**config.mk**
```make
export PLATFORM = sky130hd
export DESIGN_NAME = store_router_flat
export DESIGN_NICKNAME = d
export VERILOG_FILES = /design/src/rtl/store_router_if.sv /design/src/rtl/store_router.sv /design/src/flat_wrapper.sv
export SDC_FILE = /design/constraint.sdc
export NUM_CORES = 1
export LEC_CHECK = 0
export CAP_MARGIN = 0
export CELL_PAD_IN_SITES_DETAIL_PLACEMENT = 0
export CELL_PAD_IN_SITES_GLOBAL_PLACEMENT = 1
export CORE_UTILIZATION = 35
export DETAILED_ROUTE_END_ITERATION = 10
export GPL_ROUTABILITY_DRIVEN = 1
export GPL_TIMING_DRIVEN = 0
export PLACE_DENSITY_LB_ADDON = 0.1
export SLEW_MARGIN = 20
export SYNTH_ARGS = -nofsm -noshare
export SYNTH_HDL_FRONTEND = slang
export SYNTH_SLANG_ARGS = --single-unit
```
**constraint.sdc**
```tcl
create_clock -name clk -period 2.6 [get_ports clk]
set_clock_uncertainty 0.05 [all_clocks]
set_input_delay 0.39 -clock clk [delete_from_list [all_inputs] [get_ports clk]]
set_output_delay 0.39 -clock clk [all_outputs]
set_load 0.03 [all_outputs]
```
**src/rtl/store_router_if.sv**
```systemverilog
// store_router_if: store request, memory write strobes, MMIO drain and fault status
interface store_router_if #(parameter int MEM_AW = 14);
  logic              st_valid;
  logic [31:0]       st_addr;
  logic [31:0]       st_data;
  logic [2:0]        st_funct3;
  logic              pc30;
  logic              st_stall;
  logic [3:0]        dmem_we;
  logic [MEM_AW-1:0] dmem_addr;
  logic [31:0]       dmem_din;
  logic [3:0]        imem_we;
  logic [MEM_AW-1:0] imem_addr;
  logic [31:0]       imem_din;
  logic              io_valid;
  logic              io_ready;
  logic [7:0]        io_addr;
  logic [3:0]        io_be;
  logic [31:0]       io_data;
  logic              st_fault;
  logic [15:0]       err_count;
  modport master (
    output st_valid, st_addr, st_data, st_funct3, pc30, io_ready,
    input  st_stall, dmem_we, dmem_addr, dmem_din, imem_we, imem_addr, imem_din,
           io_valid, io_addr, io_be, io_data, st_fault, err_count
  );
  modport slave (
    input  st_valid, st_addr, st_data, st_funct3, pc30, io_ready,
    output st_stall, dmem_we, dmem_addr, dmem_din, imem_we, imem_addr, imem_din,
           io_valid, io_addr, io_be, io_data, st_fault, err_count
  );
endinterface

```
**src/rtl/store_router.sv**
```systemverilog
// store_router: decodes stores into DMEM/IMEM strobes or an MMIO write FIFO.
// Define STORE_ERR_CNT_EN to enable the saturating dropped-store counter.
module store_router #(
  parameter int IO_FIFO_DEPTH = 4,
  parameter int MEM_AW        = 14
) (
  input logic         clk,
  input logic         rst,
  store_router_if.slave bus
);
  localparam int PW = $clog2(IO_FIFO_DEPTH);
  localparam int CW = PW + 1;
  localparam logic [CW-1:0] FULL_CNT = CW'(IO_FIFO_DEPTH);
  logic [3:0]  region;
  logic [1:0]  a;
  logic [2:0]  f3;
  logic        aligned, dmem_hit, imem_hit, io_hit, mapped;
  logic        accept, wr, fault, push, pop, full;
  logic [3:0]  be;
  logic [31:0] wdata;
  logic [PW-1:0] wp, rp;
  logic [CW-1:0] cnt;
  logic [3:0]  q_be   [IO_FIFO_DEPTH];
  logic [7:0]  q_addr [IO_FIFO_DEPTH];
  logic [31:0] q_data [IO_FIFO_DEPTH];
  logic        unused_addr;
  assign region   = bus.st_addr[31:28];
  assign a        = bus.st_addr[1:0];
  assign f3       = bus.st_funct3;
  assign aligned  = (f3 == 3'b000) | (f3 == 3'b001 & ~a[0]) | (f3 == 3'b010 & a == 2'b00);
  assign be       = f3 == 3'b000 ? 4'b0001 << a : f3 == 3'b001 ? 4'b0011 << a : 4'hF;
  assign wdata    = f3 == 3'b000 ? {4{bus.st_data[7:0]}} :
                    f3 == 3'b001 ? {2{bus.st_data[15:0]}} : bus.st_data;
  assign dmem_hit = region == 4'h1 | region == 4'h3;
  assign imem_hit = (region == 4'h2 | region == 4'h3) & bus.pc30;
  assign io_hit   = region == 4'h8;
  assign mapped   = dmem_hit | imem_hit | io_hit;
  assign full     = cnt == FULL_CNT;
  assign bus.st_stall = bus.st_valid & io_hit & full;
  assign accept   = bus.st_valid & ~bus.st_stall;
  assign wr       = accept & aligned & mapped;
  assign fault    = accept & ~(aligned & mapped);
  assign push     = wr & io_hit;
  assign pop      = bus.io_valid & bus.io_ready;
  assign bus.io_valid = cnt != '0;
  assign bus.io_be    = q_be[rp];
  assign bus.io_addr  = q_addr[rp];
  assign bus.io_data  = q_data[rp];
  assign unused_addr  = ^bus.st_addr[27:MEM_AW+2];
  always_ff @(posedge clk or negedge rst) begin
    if (!rst) begin
      bus.dmem_we   <= '0;
      bus.dmem_addr <= '0;
      bus.dmem_din  <= '0;
      bus.imem_we   <= '0;
      bus.imem_addr <= '0;
      bus.imem_din  <= '0;
      bus.st_fault  <= 1'b0;
    end else begin
      bus.dmem_we  <= wr & dmem_hit ? be : 4'h0;
      bus.imem_we  <= wr & imem_hit ? be : 4'h0;
      bus.st_fault <= fault;
      if (wr & dmem_hit) begin
        bus.dmem_addr <= bus.st_addr[MEM_AW+1:2];
        bus.dmem_din  <= wdata;
      end
      if (wr & imem_hit) begin
        bus.imem_addr <= bus.st_addr[MEM_AW+1:2];
        bus.imem_din  <= wdata;
      end
    end
  end
  // Stall guarantees push never happens while full, so no overflow guard is needed.
  always_ff @(posedge clk or negedge rst) begin
    if (!rst) begin
      wp  <= '0;
      rp  <= '0;
      cnt <= '0;
      for (int i = 0; i < IO_FIFO_DEPTH; i++) begin
        q_be[i]   <= '0;
        q_addr[i] <= '0;
        q_data[i] <= '0;
      end
    end else begin
      if (push) begin
        q_be[wp]   <= be;
        q_addr[wp] <= {bus.st_addr[7:2], 2'b00};
        q_data[wp] <= wdata;
        wp         <= wp + 1'b1;
      end
      if (pop) rp <= rp + 1'b1;
      cnt <= cnt + CW'(push) - CW'(pop);
    end
  end
`ifdef STORE_ERR_CNT_EN
  logic [15:0] err_q;
  always_ff @(posedge clk or negedge rst) begin
    if (!rst) err_q <= '0;
    else if (fault && err_q != 16'hFFFF) err_q <= err_q + 16'd1;
  end
  assign bus.err_count = err_q;
`else
  assign bus.err_count = 16'h0000;
`endif
endmodule
```
**src/flat_wrapper.sv**
```systemverilog
// flat-port wrapper written by rule: the top's interface ports become plain ports
module store_router_flat 
#(
  parameter int IO_FIFO_DEPTH = 4,
  parameter int MEM_AW        = 14
)
  (clk, rst, bus_st_valid, bus_st_addr, bus_st_data, bus_st_funct3, bus_pc30, bus_io_ready, bus_st_stall, bus_dmem_we, bus_dmem_addr, bus_dmem_din, bus_imem_we, bus_imem_addr, bus_imem_din, bus_io_valid, bus_io_addr, bus_io_be, bus_io_data, bus_st_fault, bus_err_count);
  store_router_if #(.MEM_AW(MEM_AW)) bus_i ();
  input logic clk;
  input logic rst;
  input wire logic [$bits(bus_i.st_valid)-1:0] bus_st_valid;
  input wire logic [$bits(bus_i.st_addr)-1:0] bus_st_addr;
  input wire logic [$bits(bus_i.st_data)-1:0] bus_st_data;
  input wire logic [$bits(bus_i.st_funct3)-1:0] bus_st_funct3;
  input wire logic [$bits(bus_i.pc30)-1:0] bus_pc30;
  input wire logic [$bits(bus_i.io_ready)-1:0] bus_io_ready;
  output wire logic [$bits(bus_i.st_stall)-1:0] bus_st_stall;
  output wire logic [$bits(bus_i.dmem_we)-1:0] bus_dmem_we;
  output wire logic [$bits(bus_i.dmem_addr)-1:0] bus_dmem_addr;
  output wire logic [$bits(bus_i.dmem_din)-1:0] bus_dmem_din;
  output wire logic [$bits(bus_i.imem_we)-1:0] bus_imem_we;
  output wire logic [$bits(bus_i.imem_addr)-1:0] bus_imem_addr;
  output wire logic [$bits(bus_i.imem_din)-1:0] bus_imem_din;
  output wire logic [$bits(bus_i.io_valid)-1:0] bus_io_valid;
  output wire logic [$bits(bus_i.io_addr)-1:0] bus_io_addr;
  output wire logic [$bits(bus_i.io_be)-1:0] bus_io_be;
  output wire logic [$bits(bus_i.io_data)-1:0] bus_io_data;
  output wire logic [$bits(bus_i.st_fault)-1:0] bus_st_fault;
  output wire logic [$bits(bus_i.err_count)-1:0] bus_err_count;
  assign bus_i.st_valid = bus_st_valid;
  assign bus_i.st_addr = bus_st_addr;
  assign bus_i.st_data = bus_st_data;
  assign bus_i.st_funct3 = bus_st_funct3;
  assign bus_i.pc30 = bus_pc30;
  assign bus_i.io_ready = bus_io_ready;
  assign bus_st_stall = bus_i.st_stall;
  assign bus_dmem_we = bus_i.dmem_we;
  assign bus_dmem_addr = bus_i.dmem_addr;
  assign bus_dmem_din = bus_i.dmem_din;
  assign bus_imem_we = bus_i.imem_we;
  assign bus_imem_addr = bus_i.imem_addr;
  assign bus_imem_din = bus_i.imem_din;
  assign bus_io_valid = bus_i.io_valid;
  assign bus_io_addr = bus_i.io_addr;
  assign bus_io_be = bus_i.io_be;
  assign bus_io_data = bus_i.io_data;
  assign bus_st_fault = bus_i.st_fault;
  assign bus_err_count = bus_i.err_count;
  store_router #(.IO_FIFO_DEPTH(IO_FIFO_DEPTH), .MEM_AW(MEM_AW)) u_core (.clk(clk), .rst(rst), .bus(bus_i));
endmodule
```
; Word level (Yosys, flattened, before mapping)
; Cells that the tools add are included.
[totals]
regBits = 284
out_inout_bits = 163
word_cells = 91
[op_classes]
add_sub_neg = 4
magnitude_cmp = 3
n_eq_ne = 7
shifts = 2
mux = 24
bitwise = 25
n_reduce_logical = 4
[op_table]
columns = op, count
row1 = two-way mux 32 bit, 5
row2 = bitwise mux 128 bit, 1
row3 = binary-select mux 32 bit (select 2 bit), 1
row4 = demux 32 bit (select 2 bit), 1
row5 = bitwise mux 32 bit, 1
row6 = two-way mux 4 bit, 7
row7 = two-way mux 8 bit, 3
row8 = binary-select mux 8 bit (select 2 bit), 1
row9 = bitwise mux 16 bit, 1
row10 = demux 8 bit (select 2 bit), 1
row11 = AND 1 bit, 14
row12 = binary-select mux 4 bit (select 2 bit), 1
row13 = demux 4 bit (select 2 bit), 1
row14 = equality test 4 x 2 -> 1 bit (second input constant), 2
row15 = greater-or-equal comparator 3 bit (second input constant), 2
row16 = inverter 2 -> 3 bit, 2
row17 = bitwise OR 1 bit, 6
row18 = adder 2 x 1 -> 2 bit (second input constant), 2
row19 = equality test 4 x 1 -> 1 bit (second input constant), 1
row20 = equality test 4 bit (second input constant), 1
row21 = left shift 1 x 2 -> 4 bit (first input constant), 1
row22 = left shift 2 x 2 -> 4 bit (first input constant), 1
row23 = adder 3 x 1 -> 3 bit, 1
row24 = equality test 3 x 1 -> 1 bit (second input constant), 1
row25 = other kinds (9), 11

; Logic depth before layout (Yosys ltp)
[depth]
depth_word = 10
mapped_depth = 13
mapped_depth_nobuf = 13

; Worst setup path before layout
; OpenSTA, ideal clock, no wires.
[synth_timing]
path_kind = input port to flip-flop
start = in bus_st_addr[28]
end = reg u_core.cnt[2]
setup_ns = 0.123
t_arrival_ns = 2.469
path_slack_ns = -0.042
cell_stages = 11
cell_sequence = or4b_4 nor2b_4 and2_1 inv_1 ha_1 inv_1 ha_1 inv_1 fa_1 xnor2_1 xnor2_1
[synth_between]
elab_chain_cells = 10
elab_cells_between_ends = 18
[synth_lines]
columns = element, line_no
row1 = start: declaration, flat_wrapper.sv:12  ; input wire logic [$bits(bus_i.st_addr)-1:0] bus_st_addr;
row2 = equality test 4 bit, store_router.sv:36  ; assign io_hit = region == 4'h8;
row3 = AND 1 bit (2 in a row), store_router.sv:39  ; assign bus.st_stall = bus.st_valid & io_hit & full;
row4 = inverter 1 bit, store_router.sv:40  ; assign accept = bus.st_valid & ~bus.st_stall;
row5 = AND 1 bit, store_router.sv:40
row6 = AND 1 bit (2 in a row), store_router.sv:41  ; assign wr = accept & aligned & mapped;
row7 = AND 1 bit *, store_router.sv:43  ; assign push = wr & io_hit;
row8 = adder 3 x 1 -> 3 bit *, store_router.sv:92  ; cnt <= cnt + CW'(push) - CW'(pop);
row9 = subtractor 3 x 1 -> 3 bit *, store_router.sv:92
row10 = end signal: assignment, store_router.sv:92
row11 = end: declaration, store_router.sv:22  ; logic [CW-1:0] cnt;
; Mark *: on every way between the ends. The rest lies on a longest branch, timed or not.
; A chain may end at the register's enable or synchronous reset.

; Worst setup path after layout
[layout_timing]
start = in bus_st_addr[29]
end = reg u_core.cnt[2]
; The elaborated chain is that of the path after synthesis.

==> metrics.cfg <==
[run_status]
status=finished, final reports clean

[cts]
clk_pin_slew_ns=0.05
clk_latency_ns=0.50
tritoncts=yes
numCtsBuffers=34
cts_max_path_buffers=3
root_buffer=clkbuf_16
htree_levels=2
clock-sinks=276

[route]
drc_errors=0
vias=7604
detail_route.vias_per_cell=4.91
routed_wl_mm=33.8
drt_iter0_drc=359
dr.pass1.iters=4
post_drt_wl_per_cell_um=21.8
ant_nets=0

[global_route]
grt_pass1_vias=8037
grt-ovfl-total=0
antenna_found_initial=0
grt_pass1_wl_mm=52.3
grt_util_all_layers_pct=19.7
grt_max_degree=89

[floorplanning]
core_um2=33900
initial_utilization_pct=35.9
rows=67
die_w_um=188
die-area_um2=35500
num_io_pins=235
dieHeight_um=188

[setup_path]
crit_type=in2reg
crit_path_frequent_cell=inv_1
worstPathMaxFanout=3
cp.arrival_ns=2.89
slowest_delay_ns=0.58
worstPathBufferInverterCount=4
worstPathCellList=clkdlybuf4s50_1 -> or4b_4 -> nor2b_4 -> and2_4 -> inv_1 -> ha_1 -> inv_1 -> ha_1 -> inv_1 -> fa_2 -> xnor2_2 -> xnor2_1
crit_required_ns=2.94
critPathCaptureType=flop
crit_slowest_cell=or4b_4
critPathLaunchType=primary input
critical-path-top-delay-family=simple AND/OR/NAND/NOR gates

[finish]
synthToLayoutAreaGrowth_pct=32.0
drive_gt1_share_pct=33.5
multi_input_area_um2=4870
seqCellArea_um2=6910
nFillCells=3063
final_area_um2=16000
nNetsFinal=1158
final_util_pct=47.4

[synth]
synth_seq_area_share_pct=56.8
synth_cell_type_count=37
ys_warn_count=0
avgSynthCellArea_um2=15.0
ys_seq_elements=276
synth-main-ff-cell=dfrtp_1
syn_area_um2=12200
syn_inst=810
synth_edf_count=0
synthArstFlopShare_pct=100

[worst_hold_path]
hold_path_class=in2async

[place]
io_buffers=203
gp_congestion=0.726
place_area_um2=14900
dpl.hpwl_mm=23.9

[pwr]
vdd.ir_drop.worst_mv=0.363
p_leak_nw=7.72
power_mw=13.3
pwr_density_cell_nw_per_um2=830

[timing]
grt_setup_unrepaired=true
finalHoldViolCount=0
relSlewSlack_pct=41.8
fmax_mhz=391
slew_viol_final=0
period_share_pct=98.3
finalWorstPathRequiredPeriod_ns=2.56
worstMarginPinSlew_ns=0.873
finalSetupViolations=0

[run]
cap_violations=0

## layout by cell type (no fill, tap or decap), drive strengths merged, types with 2 or more instances in the layout
cell / count
dfrtp: 276
ha: 10
dlygate4sd2: 14
and3: 2
o2111ai: 2
nand2: 37
clkinv: 4
buf: 84
mux2: 245
nor2b: 3
and2: 3
or3: 2
clkinvlp: 2
mux4: 42
o21ai: 33
conb: 18
nand3: 3
nor2: 15
mux2i: 25
inv: 8
clkbuf: 78
nor3: 2
clkdlybuf4s15: 8
clkdlybuf4s50: 157
a21oi: 12
xnor2: 4
## registers in the layout, summed over array words and instances, names as in the netlist
| name | flops |
|---|---|
| u_core.cnt | 3 |
| u_core.wp | 2 |
| u_core.bus.dmem_we | 4 |
| u_core.bus.imem_we | 4 |
| u_core.rp | 2 |
| u_core.bus.st_fault | 1 |
| u_core.bus.imem_din | 32 |
| u_core.bus.dmem_addr | 14 |
| u_core.q_addr | 24 |
| u_core.q_be | 16 |
| u_core.bus.dmem_din | 32 |
| u_core.bus.imem_addr | 14 |
| u_core.q_data | 128 |
## worst paths after layout
kind	cells after the start	start	slack (ns)	end
min in group clk	1	u_core.q_data[46]	0.43	u_core.q_data[46]
worst min-delay path	2	rst	0.34	u_core.bus.dmem_addr[7]
worst min register to register	1	u_core.q_data[46]	0.43	u_core.q_data[46]
worst max register to register	9	u_core.cnt[2]	0.23	u_core.cnt[2]
worst max-delay path	12	bus_st_addr[29]	0.04	u_core.cnt[2]
max in group asynchronous	5	rst	0.69	u_core.bus.imem_din[17]
## routing by layer
layer	part of all wire, %	wire, µm	GRT usage (%)	vias to the layer above
met5	0	0	0	-
met4	1.9	633	4.81	0
met3	5.2	1750	3.48	45
met2	46	15700	30.9	203
met1	47	15800	28.2	3937
li1	-	-	-	3419
## metrics by stage
step	cells	setup WS (ns)	hold slack [ns]	TNS (ns)
6_report	1549	0.0450	0.337	0
5_1_grt	1548	-0.0596	0.369	-0.896
4_1_cts	1547	-0.0296	0.335	-0.0296
3_5_place_dp	1481	-0.775	0.283	-114.43
3_3_place_gp	1478	-11.51	0.413	-3289.42
2_1_floorplan	827	0.0410	0.0444	0
## power by group
part,total [mW],internal (mW),switching (mW)
sequential,5.12,4.81,0.314
combinational,3.52,1.60,1.92
clock,4.68,2.87,1.80
total,13.3,9.28,4.04
## what timing repair did
action | in CTS | in global routing
buffers inserted | 6 | 1
endpoints found under the setup margin | 103 | 36
gates resized for setup | 134 | 44
pin swaps | 0 | 1
gates cloned | 0 | 0
hold buffers | 1 | 0
hold endpoints to repair | 51 | 0
## kinds of logic after synthesis
group	count (synthesis)	synth area share, %
buffers and inverters	83	3.90
muxes	312	32.5
DFF	276	56.8
other	1	0.0308
xor gates and xnor gates	5	0.360
adders and majority gates	11	1.19
AOI/OAI and AO/OA	51	2.30
and+or+nand+nor	71	2.87
## synthesized netlist by cell type (10+ instances only)
| cell type | instances | area [µm²] |
|---|---|---|
| mux2_1 | 80 | 901 |
| dfrtp_1 | 276 | 6910 |
| o21ai_0 | 33 | 165 |
| ha_1 | 10 | 125 |
| mux2i_1 | 25 | 250 |
| mux4_2 | 42 | 946 |
| buf_2 | 22 | 110 |
| nor2_1 | 15 | 56.3 |
| a21oi_1 | 12 | 60.1 |
| nand2_1 | 37 | 139 |
| clkbuf_1 | 25 | 93.8 |
| buf_4 | 20 | 150 |
| mux2_2 | 165 | 1860 |
## final cells by class
type / instances / area share (%)
multi-input cells: 468 / 30.3
diodes: 1 / 0.0156
flip-flops and latches: 276 / 43.1
clock inverters: 6 / 0.218
inverters: 8 / 0.187
plain buffers: 73 / 3.04
clock buffers: 55 / 6.81
well taps: 448 / 3.49
repair buffers: 214 / 12.8
Note: power is estimated with default switching activity, not from simulation.
